$ cat config.mk
export PLATFORM = sky130hd
export DESIGN_NAME = host_output_queue
export DESIGN_NICKNAME = d
export VERILOG_FILES = /design/src/rtl/host_queue_pkg.sv /design/src/rtl/host_queue_fifo.sv /design/src/rtl/host_output_queue.sv
export SDC_FILE = /design/constraint.sdc
export NUM_CORES = 1
export LEC_CHECK = 0
export ABC_AREA = 1
export CAP_MARGIN = 15
export CORE_MARGIN = 2
export CORE_UTILIZATION = 38
export DETAILED_ROUTE_END_ITERATION = 6
export PLACE_DENSITY_LB_ADDON = 0.05
export SYNTH_ARGS = -nofsm -noshare
export SYNTH_HDL_FRONTEND = slang
export SYNTH_SLANG_ARGS = --single-unit
$ cat constraint.sdc
create_clock -name i_clk -period 7.1 [get_ports i_clk]
set_clock_uncertainty 0.05 [all_clocks]
set_input_delay 1.065 -clock i_clk [delete_from_list [all_inputs] [get_ports i_clk]]
set_output_delay 1.065 -clock i_clk [all_outputs]
set_load 0.02 [all_outputs]
$ cat src/rtl/host_queue_pkg.sv
// Shared constants and types for the host output descriptor queue.
// Descriptor layout: {inverse-map flag, flowid, bufid}.
package host_queue_pkg;

   localparam int unsigned DESC_W     = 24;
   localparam int unsigned FLAG_BIT   = 23;
   localparam int unsigned FLOWID_MSB = 22;
   localparam int unsigned FLOWID_LSB = 9;
   localparam int unsigned BUFID_MSB  = 8;
   localparam int unsigned BUFID_LSB  = 0;
   localparam int unsigned FLOWID_W   = FLOWID_MSB - FLOWID_LSB + 1;
   localparam int unsigned BUFID_W    = BUFID_MSB - BUFID_LSB + 1;
   localparam int unsigned DROP_CNT_W = 16;

   typedef enum logic [1:0] {
      IDLE_S     = 2'b00,
      WAIT_ACK_S = 2'b01
   } rd_state_e;

   typedef struct packed {
      logic                flag;
      logic [FLOWID_W-1:0] flowid;
      logic [BUFID_W-1:0]  bufid;
   } desc_t;

   function automatic desc_t unpack_desc(input logic [DESC_W-1:0] word);
      desc_t d;
      d.flag   = word[FLAG_BIT];
      d.flowid = word[FLOWID_MSB:FLOWID_LSB];
      d.bufid  = word[BUFID_MSB:BUFID_LSB];
      return d;
   endfunction

endpackage

$ cat src/rtl/host_queue_fifo.sv
// Descriptor storage: circular array, occupancy counter, registered full flag,
// and overflow pulse / saturating drop counter for writes that arrive while full.
module host_queue_fifo
   import host_queue_pkg::*;
#(
   parameter int unsigned DEPTH = 16,
   parameter int unsigned AW    = 4
) (
   input  logic                  clk_i,
   input  logic                  rst_i,
   input  logic [DESC_W-1:0]     wdata_i,
   input  logic                  wr_i,
   input  logic                  pop_i,
   output logic [DESC_W-1:0]     rdata_c_o,
   output logic [AW:0]           used_o,
   output logic                  full_o,
   output logic                  overflow_o,
   output logic [DROP_CNT_W-1:0] drop_cnt_o
);

   logic [DESC_W-1:0]     mem_q [DEPTH];
   logic [AW-1:0]         wr_ptr_q, wr_ptr_d;
   logic [AW-1:0]         rd_ptr_q, rd_ptr_d;
   logic [AW:0]           used_q, used_d;
   logic                  full_q, full_d;
   logic                  overflow_q, overflow_d;
   logic [DROP_CNT_W-1:0] drop_cnt_q, drop_cnt_d;
   logic                  wr_ok_c, drop_c, pop_ok_c;

   // Full is the registered flag, so a write colliding with a pop at full is still dropped.
   assign wr_ok_c  = wr_i & ~full_q;
   assign drop_c   = wr_i & full_q;
   assign pop_ok_c = pop_i & (used_q != '0);

   always_comb begin
      wr_ptr_d   = wr_ptr_q;
      rd_ptr_d   = rd_ptr_q;
      used_d     = used_q;
      drop_cnt_d = drop_cnt_q;
      overflow_d = drop_c;
      if (wr_ok_c)  wr_ptr_d = wr_ptr_q + AW'(1);
      if (pop_ok_c) rd_ptr_d = rd_ptr_q + AW'(1);
      case ({wr_ok_c, pop_ok_c})
         2'b10:   used_d = used_q + (AW+1)'(1);
         2'b01:   used_d = used_q - (AW+1)'(1);
         default: used_d = used_q;
      endcase
      full_d = (used_d == (AW+1)'(DEPTH));
      if (drop_c && (drop_cnt_q != '1)) drop_cnt_d = drop_cnt_q + DROP_CNT_W'(1);
   end

   always_ff @(posedge clk_i) begin
      if (rst_i) begin
         wr_ptr_q   <= '0;
         rd_ptr_q   <= '0;
         used_q     <= '0;
         full_q     <= 1'b0;
         overflow_q <= 1'b0;
         drop_cnt_q <= '0;
      end else begin
         wr_ptr_q   <= wr_ptr_d;
         rd_ptr_q   <= rd_ptr_d;
         used_q     <= used_d;
         full_q     <= full_d;
         overflow_q <= overflow_d;
         drop_cnt_q <= drop_cnt_d;
      end
   end

   // Array contents are left as-is on reset; the pointers make them unreachable.
   always_ff @(posedge clk_i) begin
      if (wr_ok_c) mem_q[wr_ptr_q] <= wdata_i;
   end

   assign rdata_c_o  = mem_q[rd_ptr_q];
   assign used_o     = used_q;
   assign full_o     = full_q;
   assign overflow_o = overflow_q;
   assign drop_cnt_o = drop_cnt_q;

endmodule

$ cat src/rtl/host_output_queue.sv
// Host output descriptor queue: buffers descriptors and presents them one at a
// time to host transmit, holding each until a one-cycle acknowledge.
module host_output_queue
   import host_queue_pkg::*;
#(
   parameter int unsigned DEPTH = 16,
   parameter int unsigned AW    = 4
) (
   input  logic                  i_clk,
   input  logic                  i_rst,
   input  logic [DESC_W-1:0]     iv_fifo_wdata,
   input  logic                  i_fifo_wr,
   output logic [BUFID_W-1:0]    ov_bufid,
   output logic [FLOWID_W-1:0]   ov_flowid,
   output logic                  o_inverse_map_flag,
   output logic                  o_descriptor_wr,
   input  logic                  i_descriptor_ack,
   output logic [AW:0]           ov_queue_used,
   output logic                  o_queue_full,
   output logic                  o_overflow,
   output logic [DROP_CNT_W-1:0] ov_drop_cnt
);

   rd_state_e         state_q, state_d;
   desc_t             desc_q, desc_d;
   logic              desc_wr_q, desc_wr_d;
   logic              pop_c;
   logic [DESC_W-1:0] rdata_c;

   host_queue_fifo #(
      .DEPTH (DEPTH),
      .AW    (AW)
   ) u_fifo (
      .clk_i      (i_clk),
      .rst_i      (i_rst),
      .wdata_i    (iv_fifo_wdata),
      .wr_i       (i_fifo_wr),
      .pop_i      (pop_c),
      .rdata_c_o  (rdata_c),
      .used_o     (ov_queue_used),
      .full_o     (o_queue_full),
      .overflow_o (o_overflow),
      .drop_cnt_o (ov_drop_cnt)
   );

   assign pop_c = (state_q == IDLE_S) && (ov_queue_used != '0);

   always_ff @(posedge i_clk) begin
      if (i_rst) state_q <= IDLE_S;
      else       state_q <= state_d;
   end

   always_comb begin
      state_d = state_q;
      case (state_q)
         IDLE_S:     if (pop_c) state_d = WAIT_ACK_S;
         WAIT_ACK_S: if (i_descriptor_ack) state_d = IDLE_S;
         default:    state_d = IDLE_S;
      endcase
   end

   // Fields keep their last value when idle; only the valid flag drops.
   always_comb begin
      desc_d    = desc_q;
      desc_wr_d = 1'b0;
      case (state_q)
         IDLE_S: begin
            if (pop_c) begin
               desc_d    = unpack_desc(rdata_c);
               desc_wr_d = 1'b1;
            end
         end
         WAIT_ACK_S: desc_wr_d = ~i_descriptor_ack;
         default:    desc_wr_d = 1'b0;
      endcase
   end

   always_ff @(posedge i_clk) begin
      if (i_rst) begin
         desc_q    <= '0;
         desc_wr_q <= 1'b0;
      end else begin
         desc_q    <= desc_d;
         desc_wr_q <= desc_wr_d;
      end
   end

   assign ov_bufid           = desc_q.bufid;
   assign ov_flowid          = desc_q.flowid;
   assign o_inverse_map_flag = desc_q.flag;
   assign o_descriptor_wr    = desc_wr_q;

endmodule

### Word-level counts from Yosys, hierarchy flattened

Memories as Yosys holds them, arrays and structs flattened. A register that Yosys moved wholly into a read port is not among the register bits.
Index checks and enable logic that the tools add are counted.

| word-level totals | value |
|---|---|
| bits of input ports | 28 |
| logic and storage cells | 40 |
| bits in registers | 34 |
| bits in writable memories | 384 |
| output and inout port bits | 48 |
| latch bits | 0 |
| memories | 1 |
| memory bits (read-only) | 0 |

| operators by class | value |
|---|---|
| divide/modulo/power cells | 0 |
| add/sub/neg operators | 5 |
| $mul | 0 |
| multiplexer cells | 8 |
| equality and inequality tests | 7 |
| shifts and indexed selects | 0 |
| bitwise operators | 5 |
| $lt $le $gt $ge | 0 |
| reduce and logical (&&, ||, !) cells | 6 |

Memory list:

| memory | words | width | read ports | clocked after memory_dff | write ports | line | text |
|---|---|---|---|---|---|---|---|
| u_fifo.mem_q | 16 | 24 | 1 | 1 | 1 | host_queue_fifo.sv:21 | `logic [DESC_W-1:0] mem_q [DEPTH];` |

Operator list:

| kind | number |
|---|---|
| $add A16 B1 Y16 const B | 1 |
| $ne A16 B16 Y1 const B | 1 |
| $pmux W5 S2 | 1 |
| $add A4 B1 Y4 const B | 2 |
| $add A5 B1 Y5 const B | 1 |
| $eq A5 B5 Y1 const B | 1 |
| $reduce_bool A5 Y1 | 1 |
| $sub A5 B1 Y5 const B | 1 |
| $eq A2 B1 Y1 const B | 2 |
| $mux W2 | 2 |
| $pmux W2 S2 | 1 |
| $reduce_and A2 Y1 | 2 |
| $and A1 B1 Y1 | 3 |
| $mux W1 | 3 |
| $eq A2 B2 Y1 const B | 1 |
| $logic_and A1 B1 Y1 | 2 |
| $logic_not A2 Y1 | 1 |
| $ne A2 B1 Y1 const B | 1 |
| $ne A2 B2 Y1 const B | 1 |
| $not A1 Y1 | 2 |
| $pmux W1 S2 | 1 |

### Depth between registers and ports, before layout

| logic depth | value |
|---|---|
| depth after elaboration | 6 |
| mapped depth | 17 |
| gate-level depth less buffers | 16 |

### By module

From an unflattened synthesis, not the netlist that was laid out.

| second synthesis, totals | value |
|---|---|
| cells, all modules | 1573 |
| area total of the unflattened synthesis | 18127.4 µm² |

Modules (own cells, without submodules):

| module | instances | area an instance (µm²) | cells an instance | seq. area each (µm²) |
|---|---|---|---|---|
| host_queue_fifo | 1 | 16948.8 | 1404 | 12231.7 |
| host_output_queue | 1 | 1178.6 | 169 | 520.5 |

### Worst setup path after synthesis

Ideal clock, no wire load.

| timing | value |
|---|---|
| kind | input to register |
| from | in i_fifo_wr |
| to | mem u_fifo.mem_q[11][0] (enable) |
| buffers on the path | 1 |
| stages on the path | 5 |
| data required time | 6.645 ns |
| slack | 4.142 ns |
| arrival | 2.503 ns |
| path through | nand2_1 -> buf_4 -> nor2_1 -> nand2_1 -> nor2_1 |

| between the ends | value |
|---|---|
| cells in the longest elaborated chain, start to end | 3 |

Ends and longest elaborated chain:

| what | line | text |
|---|---|---|
| start, declared | host_output_queue.sv:12 | `input logic i_fifo_wr,` |
| $and A1 B1 Y1 | host_queue_fifo.sv:31 | `assign wr_ok_c = wr_i & ~full_q;` |
| $mux W1 | host_queue_fifo.sv:72 | `if (wr_ok_c) mem_q[wr_ptr_q] <= wdata_i;` |
| $mux W1 (not written as such) | host_queue_fifo.sv:72 |  |
| end, declared | host_queue_fifo.sv:21 |  |

No other way between the ends.

### Final worst setup path

| timing | value |
|---|---|
| from | in i_fifo_wr |
| to | mem u_fifo.mem_q[12][11] (enable) |

The elaborated chain is that of the path after synthesis.

==> reports/qor_table.md <==
| Parameter | Value | Unit |
| --- | --- | --- |
| Antenna cell count | 0 | - |
| Final Util | 0.449 | - |
| Number of top-level design ports | 76 | - |
| CTS Root Buffer Type | sky130_fd_sc_hd__clkbuf_16 | - |
| Type of the setup path with the least slack | in2reg | - |
| GRT Total Usage | 0.195 | - |
| Final estimated routing congestion in global placement | 0.796 | - |
| Worst reg-to-reg setup slack | 3940 | ps |
| Initial Utilization | 0.386 | - |
| Post-CTS Hold Fix Bufs | 0 | - |
| Number of enable-type register cells in the synthesized netlist | 384 | - |
| Ranking of synthesized cells by area | sky130_fd_sc_hd__edfxtp_1, sky130_fd_sc_hd__nor2_1, sky130_fd_sc_hd__dfxtp_1 | - |
| Post-CTS setup repair buffer count | 0 | - |
| Detailed router's first-iteration violation count | 825 | - |
| Cell type contributing the most total cell area after synthesis | sky130_fd_sc_hd__edfxtp_1 | - |
| Maximum fanout encountered on the critical timing path | 24 | - |
| Power after layout | 7.53 | mW |
| Maximum clock frequency | 0.307 | GHz |
| Routed WL per cell | 21.8 | um |
| Total number of nets in the final design | 1523 | - |
| Top-area cell type share of the netlist area | 0.655 | - |
| Number of core rows | 78 | - |
| Register clock-pin slew on the reported worst setup and hold paths | 60 | ps |
| Maximum root-to-sink buffer count | 3 | - |
| Die extent in y | 219 | um |
| Launch point of the worst hold path | u_fifo.drop_cnt_o[12]$_SDFFE_PP0P_ | - |
| Placement-stage worst setup slack | 3270 | ps |
| Final-layout setup total negative slack | 0 | ps |
| Count of state elements after synthesis | 441 | - |
| Transition time at the pin with the least slew margin | 1170 | ps |
| Max-capacitance violation count | 0 | - |
| DP Wirelength | 25100 | um |
| Antenna violations before repair | 0 | - |
| Min-delay worst type | reg2reg | - |
| TritonCTS clock tree | yes | - |
| Count of synthesis-stage warnings from yosys | 0 | - |
| First-pass GRT wire length | 69500 | um |
| CP endpoint kind | flop | - |
| Synthesized area per cell | 12.2 | um^2 |
| Fraction of final layout cells sized beyond drive strength 1 | 0.0733 | - |
| Mean number of vias per cell | 5.28 | - |
| CP Data Required Time | 7240 | ps |
| Status | finished clean | - |
| Synth-to-Final Area Change | 16.2 | % |
| DIE AREA | 48100 | um^2 |
| Library cells used by synthesis | 32 | - |
| Launch point of the worst path | i_fifo_wr | - |
| Hold Path Cell Cnt | 1 | - |
| Mapped cell area | 17600 | um^2 |
| RSZ-0062 raised after global routing | no | - |
| Number of pins exceeding their max-slew limit in the final report | 0 | - |
| Insertion delay to the later sink of the worst-skew pair | 580 | ps |
| Number of sinks handled by clock tree synthesis | 441 | - |
| Leakage power | 6.73 | nW |
| CTS H-Tree Depth | 2 | - |
| R2R cell count | 8 | - |
| Total of cells resized after clock tree synthesis | 0 | - |
| Detailed Route WL | 46400 | um |
| FF-to-FF End | ov_bufid[2]$_SDFFE_PP0P_ | - |
| Routed via count | 11200 | - |
| Period minus WS final | 3260 | ps |
| Worst path arrival time | 3390 | ps |
| RR Startpoint | u_fifo.rd_ptr_q[0]$_SDFFE_PP0P_ | - |
| Kind of launch point of the worst setup path | input port | - |
| Count of endpoints failing setup in the final report | 0 | - |
| Die W | 219 | um |
| Detailed-routing iteration count for the pre-antenna-repair pass | 5 | - |
| Share of synthesized registers carrying an async set or reset | 0 | - |
| Placed cell area | 18900 | um^2 |
| Post-DRT Antenna Nets | 0 | - |
| Synthesized instance count | 1440 | - |
| Sequential-to-total area share from yosys stat | 0.720 | - |
| Detailed-route DRC error count | 0 | - |
| Share of the clock period used by the worst path after layout | 0.459 | - |
| Worst slew slack as a fraction of its limit | 0.219 | - |
| Inserted Clock Buffers | 49 | - |
| Number of failing hold endpoints at the final stage | 0 | - |
| Net count after synthesis | 1476 | - |
| Power per Cell Area | 368 | nW/um^2 |
| Placeable Area | 45600 | um^2 |
| Peak supply drop | 0.000340 | V |
| # port buffers | 75 | - |
| Largest net degree at the start of global routing | 94 | - |
| Final global-route overflow total | 0 | - |
| Hold worst-path end | u_fifo.drop_cnt_o[12]$_SDFFE_PP0P_ | - |
| Vias in the first global route | 10900 | - |
| Final setup slack of the worst path | 3840 | ps |
| Primary flip-flop cell chosen by synthesis mapping | sky130_fd_sc_hd__edfxtp_1 | - |
| Post-route cell area | 20500 | um^2 |
[cells in the mapped netlist, types with 8 or more instances]
cell type,number
sky130_fd_sc_hd__a21oi_1,20
sky130_fd_sc_hd__buf_2,32
sky130_fd_sc_hd__buf_4,8
sky130_fd_sc_hd__buf_6,10
sky130_fd_sc_hd__clkbuf_1,37
sky130_fd_sc_hd__dfxtp_1,57
sky130_fd_sc_hd__edfxtp_1,384
sky130_fd_sc_hd__ha_1,8
sky130_fd_sc_hd__inv_1,59
sky130_fd_sc_hd__nand2_1,61
sky130_fd_sc_hd__nand3_1,91
sky130_fd_sc_hd__nor2_1,307
sky130_fd_sc_hd__nor3_1,8
sky130_fd_sc_hd__o211ai_1,91
sky130_fd_sc_hd__o21ai_0,168
sky130_fd_sc_hd__o21ai_1,45
sky130_fd_sc_hd__o221ai_1,24
[state kept, by name, indices dropped and copies added (netlist names)]
name and cells:
u_fifo.rd_ptr_q 4, ov_bufid 9, u_fifo.drop_cnt_o 16, u_fifo.overflow_o 1, o_inverse_map_flag 1, u_fifo.used_o 5, o_descriptor_wr 1, state_q 1
u_fifo.full_o 1, u_fifo.mem_q 384, u_fifo.wr_ptr_q 4, ov_flowid 14
[kinds of logic after synthesis]
family / count (synthesis) / share of synthesized area
AND/OR/NAND/NOR: 479 / 0.112
XOR/XNOR: 4 / 0.00199
AO/OA/AOI/OAI: 353 / 0.119
flip-flops: 441 / 0.720
adder cells (fa/ha/maj): 8 / 0.00568
buffers and inverters: 155 / 0.0423
[power breakdown]
group | total [mW] | switching (mW) | internal [mW] | leakage, nW
Combinational | 1.95 | 1.35 | 0.602 | 2.01
Clock | 2.51 | 1.02 | 1.49 | 0.787
Sequential | 3.07 | 0.112 | 2.96 | 3.94
[metal layers]
| metal | part of all wire | GRT usage | vias to the layer above | wire length [um] |
|---|---|---|---|---|
| met2 | 0.47 | 0.316 | 235 | 21700 |
| met4 | 0.024 | 0.0608 | 0 | 1120 |
| met3 | 0.041 | 0.0272 | 76 | 1900 |
| li1 | - | - | 5350 | - |
| met1 | 0.47 | 0.271 | 5569 | 21700 |
| met5 | 0 | 0 | - | 0 |
[how the worst max path moves through the flow]
stage,slack (ps),to
final,3840,u_fifo.mem_q[12][11]$_DFFE_PP_
after global routing,3720,ov_bufid[7]$_SDFFE_PP0P_
after CTS,3890,u_fifo.mem_q[12][6]$_DFFE_PP_
after detailed placement,3270,u_fifo.mem_q[12][8]$_DFFE_PP_
after global placement,3340,u_fifo.mem_q[12][4]$_DFFE_PP_
after floorplan,4140,u_fifo.mem_q[11][0]$_DFFE_PP_
[cell type report]
type	count	area, um^2
multi-input cells	844	4310
flip-flops and latches	441	12700
well taps	600	751
repair buffers	87	873
clock inverters	18	138
fillers	4199	25100
inverters	64	245
clock buffers	74	1460
[critical path: stages]
cell and delay, ps:
sky130_fd_sc_hd__clkdlybuf4s50_1 540, sky130_fd_sc_hd__nand2_1 270, sky130_fd_sc_hd__inv_1 280, sky130_fd_sc_hd__nand2_1 270, sky130_fd_sc_hd__nor2_4 950
[metrics by stage]
step	hold WS, ps	std cells
2_1_floorplan	427	1440
6_report	443	2128
3_3_place_gp	430	2035
3_5_place_dp	435	2036
5_1_grt	473	2128
4_1_cts	449	2128
[cell usage in the layout (no fill, tap or decap), drive strengths merged, types with 24 or more instances in the layout]
cell type,count
clkbuf,74
clkdlybuf4s50,75
dfxtp,57
edfxtp,384
inv,64
nand2,61
nand3,92
nor2,308
o211ai,91
o21ai,213
o221ai,24
Note: power is estimated with default switching activity, not from simulation.
